--- config.mk ---
export PLATFORM = sky130hd
export DESIGN_NAME = multi_channel_frequency_analyzer
export DESIGN_NICKNAME = d
export VERILOG_FILES = /design/src/rtl/multi_channel_frequency_analyzer.sv
export SDC_FILE = /design/constraint.sdc
export NUM_CORES = 2
export LEC_CHECK = 0
export BUFFER_PORTS_ARGS = -buffer_cell sky130_fd_sc_hd__buf_4
export CAP_MARGIN = 20
export CORE_MARGIN = 4
export CORE_UTILIZATION = 60
export CTS_CLUSTER_DIAMETER = 30
export CTS_CLUSTER_SIZE = 25
export DETAILED_ROUTE_END_ITERATION = 16
export PLACE_DENSITY_LB_ADDON = 0.25
export SETUP_SLACK_MARGIN = 0.1
export SKIP_CTS_REPAIR_TIMING = 1
export SLEW_MARGIN = 25
export SYNTH_ARGS = -nofsm -noshare
export SYNTH_HDL_FRONTEND = slang
export SYNTH_SLANG_ARGS = --single-unit
--- constraint.sdc ---
create_clock -name clock -period 15.5 [get_ports clock]
set_input_delay 2.325 -clock clock [delete_from_list [all_inputs] [get_ports clock]]
set_output_delay 2.325 -clock clock [all_outputs]
set_load 0.02 [all_outputs]
--- src/rtl/multi_channel_frequency_analyzer.sv ---
// Multi-channel pixel-stream frequency analyzer: samples bit 7 at per-channel pixel indices,
// measures rising-edge periods, accumulates in-band time for two bands and dumps the results.
module multi_channel_frequency_analyzer #(
  parameter int unsigned CHANNELS          = 3,
  parameter int unsigned PIXEL_INDEX_WIDTH = 10,
  parameter int unsigned PERIOD_WIDTH      = 24,
  parameter int unsigned ACC_WIDTH         = 32,
  parameter int unsigned INDEX_WIDTH       = 5
) (
  input  logic                                clock,
  input  logic                                reset,
  input  logic [7:0]                          data,
  input  logic                                pixel_valid,
  input  logic                                line_start,
  input  logic [CHANNELS*PIXEL_INDEX_WIDTH-1:0] pixel_index,
  input  logic [CHANNELS*4*PERIOD_WIDTH-1:0]  band_limits,
  input  logic                                start,
  input  logic                                stop,
  input  logic                                clear,
  output logic                                busy,
  output logic                                result_valid,
  input  logic                                result_ready,
  output logic [INDEX_WIDTH-1:0]              result_index,
  output logic [ACC_WIDTH-1:0]                result_data,
  output logic                                irq
);

  typedef enum logic [1:0] {StIdle, StRun, StDump, StDone} state_e;

  localparam int unsigned SumW = ((ACC_WIDTH > PERIOD_WIDTH) ? ACC_WIDTH : PERIOD_WIDTH) + 1;
  localparam logic [ACC_WIDTH-1:0]    AccMax    = '1;
  localparam logic [PERIOD_WIDTH-1:0] PeriodMax = '1;
  localparam logic [INDEX_WIDTH-1:0]  LastWord  = INDEX_WIDTH'(2 * CHANNELS - 1);

  state_e                       state_q;
  logic [PIXEL_INDEX_WIDTH-1:0] pix_cnt_q;
  logic [PIXEL_INDEX_WIDTH-1:0] cur_idx;
  logic [CHANNELS-1:0]          sample_q, sample_d_q, rise, rise_q, arm_q;
  logic [CHANNELS-1:0]          in_b0, in_b1;
  logic [PERIOD_WIDTH-1:0]      period_q [CHANNELS];
  logic [PERIOD_WIDTH-1:0]      rise_p_q [CHANNELS];
  logic [ACC_WIDTH-1:0]         acc0_q   [CHANNELS];
  logic [ACC_WIDTH-1:0]         acc1_q   [CHANNELS];
  logic [INDEX_WIDTH-1:0]       next_k;
  logic [ACC_WIDTH-1:0]         next_word;

  logic unused_data;
  assign unused_data = ^data[6:0];

  function automatic logic [ACC_WIDTH-1:0] sat_add(input logic [ACC_WIDTH-1:0] a,
                                                   input logic [PERIOD_WIDTH-1:0] p);
    logic [SumW-1:0] s;
    s = SumW'(a) + SumW'(p);
    if (s > SumW'(AccMax)) return AccMax;
    return s[ACC_WIDTH-1:0];
  endfunction

  assign busy    = (state_q != StIdle);
  assign cur_idx = line_start ? '0 : pix_cnt_q;
  assign rise    = sample_q & ~sample_d_q;

  // Band classification of the period captured with the registered edge
  always_comb begin
    in_b0 = '0;
    in_b1 = '0;
    for (int c = 0; c < CHANNELS; c++) begin
      in_b0[c] = (rise_p_q[c] >= band_limits[(4*c)*PERIOD_WIDTH +: PERIOD_WIDTH]) &&
                 (rise_p_q[c] <= band_limits[(4*c+1)*PERIOD_WIDTH +: PERIOD_WIDTH]);
      in_b1[c] = (rise_p_q[c] >= band_limits[(4*c+2)*PERIOD_WIDTH +: PERIOD_WIDTH]) &&
                 (rise_p_q[c] <= band_limits[(4*c+3)*PERIOD_WIDTH +: PERIOD_WIDTH]);
    end
  end

  // Word to present after the current one (word 0 when leaving RUN)
  always_comb begin
    next_k    = (state_q == StRun) ? '0 : result_index + INDEX_WIDTH'(1);
    next_word = '0;
    for (int c = 0; c < CHANNELS; c++) begin
      if (next_k == INDEX_WIDTH'(2*c))     next_word = acc0_q[c];
      if (next_k == INDEX_WIDTH'(2*c + 1)) next_word = acc1_q[c];
    end
  end

  always_ff @(posedge clock or posedge reset) begin
    if (reset) begin
      pix_cnt_q  <= '0;
      sample_q   <= '0;
      sample_d_q <= '0;
      rise_q     <= '0;
      arm_q      <= '0;
      for (int c = 0; c < CHANNELS; c++) begin
        period_q[c] <= '0;
        rise_p_q[c] <= '0;
        acc0_q[c]   <= '0;
        acc1_q[c]   <= '0;
      end
    end else begin
      sample_d_q <= sample_q;
      if (clear) begin
        rise_q <= '0;
        arm_q  <= '0;
        for (int c = 0; c < CHANNELS; c++) begin
          acc0_q[c] <= '0;
          acc1_q[c] <= '0;
        end
      end else if (state_q == StIdle && start) begin
        pix_cnt_q <= '0;
        rise_q    <= '0;
        arm_q     <= '0;
        for (int c = 0; c < CHANNELS; c++) begin
          period_q[c] <= '0;
          acc0_q[c]   <= '0;
          acc1_q[c]   <= '0;
        end
      end else if (state_q == StRun) begin
        if (pixel_valid) begin
          pix_cnt_q <= cur_idx + PIXEL_INDEX_WIDTH'(1);
          for (int c = 0; c < CHANNELS; c++) begin
            if (cur_idx == pixel_index[c*PIXEL_INDEX_WIDTH +: PIXEL_INDEX_WIDTH]) begin
              sample_q[c] <= data[7];
            end
          end
        end
        for (int c = 0; c < CHANNELS; c++) begin
          rise_q[c]   <= rise[c];
          rise_p_q[c] <= period_q[c];
          if (rise[c]) begin
            period_q[c] <= PERIOD_WIDTH'(1);
          end else if (period_q[c] != PeriodMax) begin
            period_q[c] <= period_q[c] + PERIOD_WIDTH'(1);
          end
          // The first edge only marks the start of a period
          if (rise_q[c]) begin
            if (!arm_q[c]) begin
              arm_q[c] <= 1'b1;
            end else if (rise_p_q[c] != PeriodMax) begin
              if (in_b0[c])      acc0_q[c] <= sat_add(acc0_q[c], rise_p_q[c]);
              else if (in_b1[c]) acc1_q[c] <= sat_add(acc1_q[c], rise_p_q[c]);
            end
          end
        end
      end
    end
  end

  always_ff @(posedge clock or posedge reset) begin
    if (reset) begin
      state_q      <= StIdle;
      result_valid <= 1'b0;
      result_index <= '0;
      result_data  <= '0;
      irq          <= 1'b0;
    end else if (clear) begin
      state_q      <= StIdle;
      result_valid <= 1'b0;
      result_index <= '0;
      result_data  <= '0;
      irq          <= 1'b0;
    end else begin
      unique case (state_q)
        StIdle: begin
          irq <= 1'b0;
          if (start) state_q <= StRun;
        end
        StRun: begin
          if (stop) begin
            state_q      <= StDump;
            result_valid <= 1'b1;
            result_index <= next_k;
            result_data  <= next_word;
          end
        end
        StDump: begin
          if (result_ready) begin
            if (result_index == LastWord) begin
              state_q      <= StDone;
              result_valid <= 1'b0;
              irq          <= 1'b1;
            end else begin
              result_index <= next_k;
              result_data  <= next_word;
            end
          end
        end
        StDone: begin
          irq     <= 1'b0;
          state_q <= StIdle;
        end
        default: state_q <= StIdle;
      endcase
    end
  end

endmodule

* Yosys cells after proc, flatten, opt, wreduce, memory -nomap -nowiden *
Cells that the tools add are included.

storage, ports and cells
  bits in registers = 399
  input port bits = 334
  output and inout port bits = 40

cells by class
  add/subtract/negate cells = 11
  $lt $le $gt $ge = 18
  equal/unequal tests = 26
  mux-type cells = 149
  bitwise logic cells = 4
  reduce and logical (&&, ||, !) cells = 55

operator list
  kind                   number
  $mux 32                49
  $mux 96                6
  $add 32x24->33         6
  $gt 33x32->1 const B   6
  $ge 24x24->1           6
  $le 24x24->1           6
  $mux 24                6
  $mux 72                2
  $ne 24x24->1 const B   6
  $add 24x1->24 const B  3
  $pmux 32 s2            1
  $reduce_bool 3->1      21
  $mux 1                 61
  $mux 10                4
  $eq 10x10->1           3
  $reduce_and 5->1       6
  $mux 5                 5
  $mux 3                 6
  $reduce_and 3->1       6
  $reduce_and 6->1       3
  $eq 5x3->1 const B     3
  $ne 3x3->1 const B     5
  $reduce_and 4->1       3
  $add 10x1->10 const B  1
  other kinds (19)       39

* Depth between registers and ports, before layout *
  depth after elaboration = 20
  gate-level depth with buffers = 14
  gate-level depth less buffers = 12

* Worst setup path before layout *
Ideal clock, no wire load.

  path kind = in2reg
  start = input band_limits[131]
  end = register acc0_q[59] in the netlist's numbering
  library setup time = 0.123 ns
  data arrival time = 4.524 ns
  required time = 15.377 ns
  slack = 10.853 ns
  stages on the path = 12
  buffers on the path = 2
  path through = inv_1 > ha_1 > a21oi_1 > o21ai_0 > a221o_1 > nor3_1 > a21o_1 > and4_1 > clkbuf_1 > clkbuf_1 > nand3_1 > o221a_2

between the ends
  longest elaborated chain between the ends = 4

RTL lines
  what                                line  text
  from (decl)                         16    input logic [CHANNELS*4*PERIOD_WIDTH-1:0] band_limits,
  $le 24x24->1                        68    (rise_p_q[c] <= band_limits[(4*c+1)*PERIOD_WIDTH +: PERIOD_WIDTH]);
  $logic_and 1x1->1                   67    in_b0[c] = (rise_p_q[c] >= band_limits[(4*c)*PERIOD_WIDTH +: PERIOD_WIDTH]) &&
  $reduce_bool 3->1 (no source line)  -
  $reduce_and 5->1 (no source line)   -
  to (signal, indexed assignment)     137   if (in_b0[c]) acc0_q[c] <= sat_add(acc0_q[c], rise_p_q[c]);
  to (decl)                           42    logic [ACC_WIDTH-1:0] acc0_q [CHANNELS];

Every way passes these cells.
A chain may end at the register's enable or synchronous reset.

* Worst setup path in the final report *
  start = input band_limits[131]
  end = register acc0_q[42] in the netlist's numbering

Same word-level chain as after synthesis.

==> summary.txt <==
Power and ir drop
  – Comb power frac: 20.2%
  – LEAKAGE: 0.02074 uW
  – Power Dens Cells: 105.6 nW/um2
  – Sequential power share: 28.4%
  – Peak supply drop: 0.00008045 V
  – Clk pwr share: 51.4%
  – Int Power: 2874 uW
  – Net Sw Power: 1325 uW
  – Sw Ratio: 31.56%

Global route
  – First-pass GRT wire length: 163,600 um
  – GRT Total Usage: 34.56%
  – Vias in the first global route: 30,400
  – Total grt overflow: 0
  – Largest net degree at the start of global routing: 175
  – Initial antenna violation count: 2

Detailed routing
  – Routed via count: 31,540
  – Post-DR vias/cell: 6.451
  – Initial DRC count: 3,357
  – DRC Markers: 0
  – DR pass1 iterations: 9
  – Routed WL: 105,200 um
  – WL/cell: 21.51 um
  – Post-route ant nets: 0

Finish
  – Diodes inserted: 0
  – Commonest non-fill, non-tap cell in the layout: ha_1
  – Final nets: 4,894
  – Non-filler instance count after layout: 4,890
  – Share of cells above drive strength 1: 17.43%
  – Filler cell count: 4,031
  – P&R area growth vs syn: 21.22%
  – Most frequent cells in the layout: ha_1, buf_4, dfrtp_1
  – Final Instance Area: 39,780 um2

Clock tree
  – TritonCTS Buffers: 96
  – Clock-pin slew on the worst setup and hold paths: 0.04 ns
  – H-tree Lvls: 3
  – Clock sinks: 399
  – CTS max path bufs: 3
  – Clock root buffer: clkbuf_16
  – Clock Latency Late Sink: 0.62 ns
  – TritonCTS clock tree: built

Worst setup path
  – Most used cell, CP: buf_4
  – Worst path slowest cell: nand2_1
  – Crit path launch: band_limits[131]
  – Required time worst endpoint: 15.99 ns
  – Worst-path maximum fanout: 34
  – CP bufs+invs: 3
  – Worst Setup End Kind: flop
  – Worst path cell trace: buf_4, inv_1, ha_1, a21oi_1, o21ai_0, a221o_1, nor3_1, a21o_1, and4_1, buf_4, nand2_1, o221a_2
  – FF-to-FF Start: rise_p_q[25]
  – Crit path largest cell delay: 0.66 ns
  – Startpoint types: primary input
  – WP data arrival: 5.73 ns
  – R2r worst-path depth: 11
  – Setup CP Type: in2reg
  – Logic depth of the worst setup path including buffers: 12
  – Top Family by Delay on Critical Path: compound AO/OA/AOI/OAI gates

STA
  – Tightest Pin Transition: 0.9691 ns
  – Fin. Hold Viols: 0
  – Setup Skew: 0.02166 ns
  – Slew Limit Fails: 0
  – Period minus WS final: 5.244 ns
  – Final setup viols: 0
  – Min Hold Slack: 0.4730 ns
  – Setup ws final: 10.26 ns
  – Final period utilization: 33.83%
  – Fmax: 190.7 MHz
  – Slew Limit Headroom: 35.39%
  – Setup TNS: 0 ns
  – RSZ-0062 raised after global routing: false

Hold path
  – HP Class: reg2reg
  – Hold Path Cell Cnt: 1
  – Hold Crit Start: result_data[13]

Job
  – Max-Cap Viols: 0

Placed design
  – Final Wtd Congestion: 0.9341
  – Port Buffer Count: 366
  – DP Area: 36,270 um2
  – Placement Setup Slack: 9.736 ns
  – Hpwl dp: 74,950 um
  – Inst Count DP: 4,708

Logic synthesis
  – Cell Area, Synth: 32,820 um2
  – Post-synth cell types: 90
  – Synthesized flop and latch total: 399
  – Synthesized area per cell: 8.767 um2
  – Synth Flop Type: dfrtp_1
  – Ys async rst share: 100.0%
  – Post-synth EDFFs: 0
  – Sequential cell area fraction in the yosys report: 30.43%
  – Synth warn: 0
  – Syn nets: 4,525
  – Cells after synthesis: 3,743

Floorplanning
  – DIE AREA: 58,500 um2
  – Starting Density: 60.74%
  – Die height: 241.9 um
  – Row count: 85
  – IO Count: 374
  – Die W: 241.9 um
  – Core Box Area: 54,030 um2

Outcome
  – Status: completed
[power by group through the flow]
| stage | Combinational [uW] | Clock [uW] | Sequential (uW) |
|---|---|---|---|
| after floorplan | 528 | 0 | 1170 |
| after global placement | 804 | 0 | 1200 |
| after detailed placement | 826 | 0 | 1200 |
| after CTS | 836 | 2170 | 1190 |
| after global routing | 931 | 2230 | 1200 |
| final | 848 | 2160 | 1190 |
[synth_stat cells (all sizes together) (57+ instances only)]
| cell | instances | share of area [%] |
|---|---|---|
| nor2 | 230 | 2.6 |
| o21ai | 273 | 4.2 |
| nor3 | 66 | 1.0 |
| a211oi | 71 | 1.6 |
| nand4 | 89 | 1.7 |
| mux2 | 73 | 2.5 |
| xor2 | 99 | 2.6 |
| ha | 442 | 17 |
| nand3 | 101 | 1.5 |
| a21oi | 277 | 4.2 |
| inv | 351 | 4.0 |
| dfrtp | 399 | 30 |
| xnor2 | 85 | 2.3 |
| a222oi | 57 | 1.7 |
| a21o | 128 | 2.9 |
| nand2 | 195 | 2.2 |
| clkbuf | 101 | 1.2 |
| a31oi | 132 | 2.5 |
[layout make-up]
type                            count  area, um2  area share, %
Multi-Input combinational cell   2858      21050          52.90
Sequential cell                   399       9985          25.10
Timing Repair Buffer              406       3084          7.753
Clock buffer                      111       2570          6.461
Inverter                          351       1325          3.331
Clock inverter                     69      899.6          2.262
Tap cell                          696      870.8          2.189
[logic make-up (layout without fill, tap and decap cells)]
kind of cell / count (synthesis) / in the layout / share of synthesized area (%)
AO/OA/AOI/OAI: 1201 / 1201 / 24.31
XOR/XNOR: 184 / 184 / 4.911
adder cells (fa/ha/maj): 448 / 448 / 17.22
buffers and inverters: 486 / 937 / 5.673
flip-flops: 399 / 399 / 30.43
multiplexers: 82 / 82 / 2.779
AND/OR/NAND/NOR: 943 / 943 / 14.69
[final timing paths]
kind                              endpoint  slack, ns
max                             acc0_q[42]      10.26
min                        result_data[13]       0.47
max reg2reg                     acc0_q[42]      11.07
min reg2reg                result_data[13]       0.47
max in group asynchronous      rise_p_q[2]      11.59
min in group asynchronous       acc1_q[65]       1.81
[metrics by stage]
stage | power, uW | utilization [%]
2_1_floorplan | 1695 | -
6_report | 4199 | 73.63
3_5_place_dp | 2030 | 67.14
4_1_cts | 4191 | 73.56
3_3_place_gp | 2007 | 67.11
5_1_grt | 4355 | 73.63
[routing by layer]
| metal | vias to the layer above | share of wire [%] | track usage (%) |
|---|---|---|---|
| met5 | - | 0.012 | 0 |
| li1 | 14750 | - | - |
| met1 | 15010 | 39 | 44.75 |
| met2 | 1472 | 45 | 55.24 |
| met3 | 305 | 10 | 7.433 |
| met4 | 2 | 5.6 | 16.89 |
[worst reg2reg max path, cell delays in order (launching register included)]
cell	delay, ns
dfrtp_1	0.66
inv_1	0.22
fa_1	0.50
nor2b_1	0.21
o31ai_2	0.12
a211oi_2	0.31
o211ai_1	0.19
a31oi_1	0.29
nor2_1	0.14
or3_1	0.57
nand2_1	0.78
o221a_2	0.36
[registers in the layout (all words and copies together), names as in the netlist, 2 cells and up]
register,count
pix_cnt_q,10
rise_p_q,72
acc0_q,96
rise_q,3
result_data,32
sample_q,3
acc1_q,96
period_q,72
state_q,2
result_index,5
sample_d_q,3
arm_q,3
No activity file was read; power rests on OpenSTA's default activity.
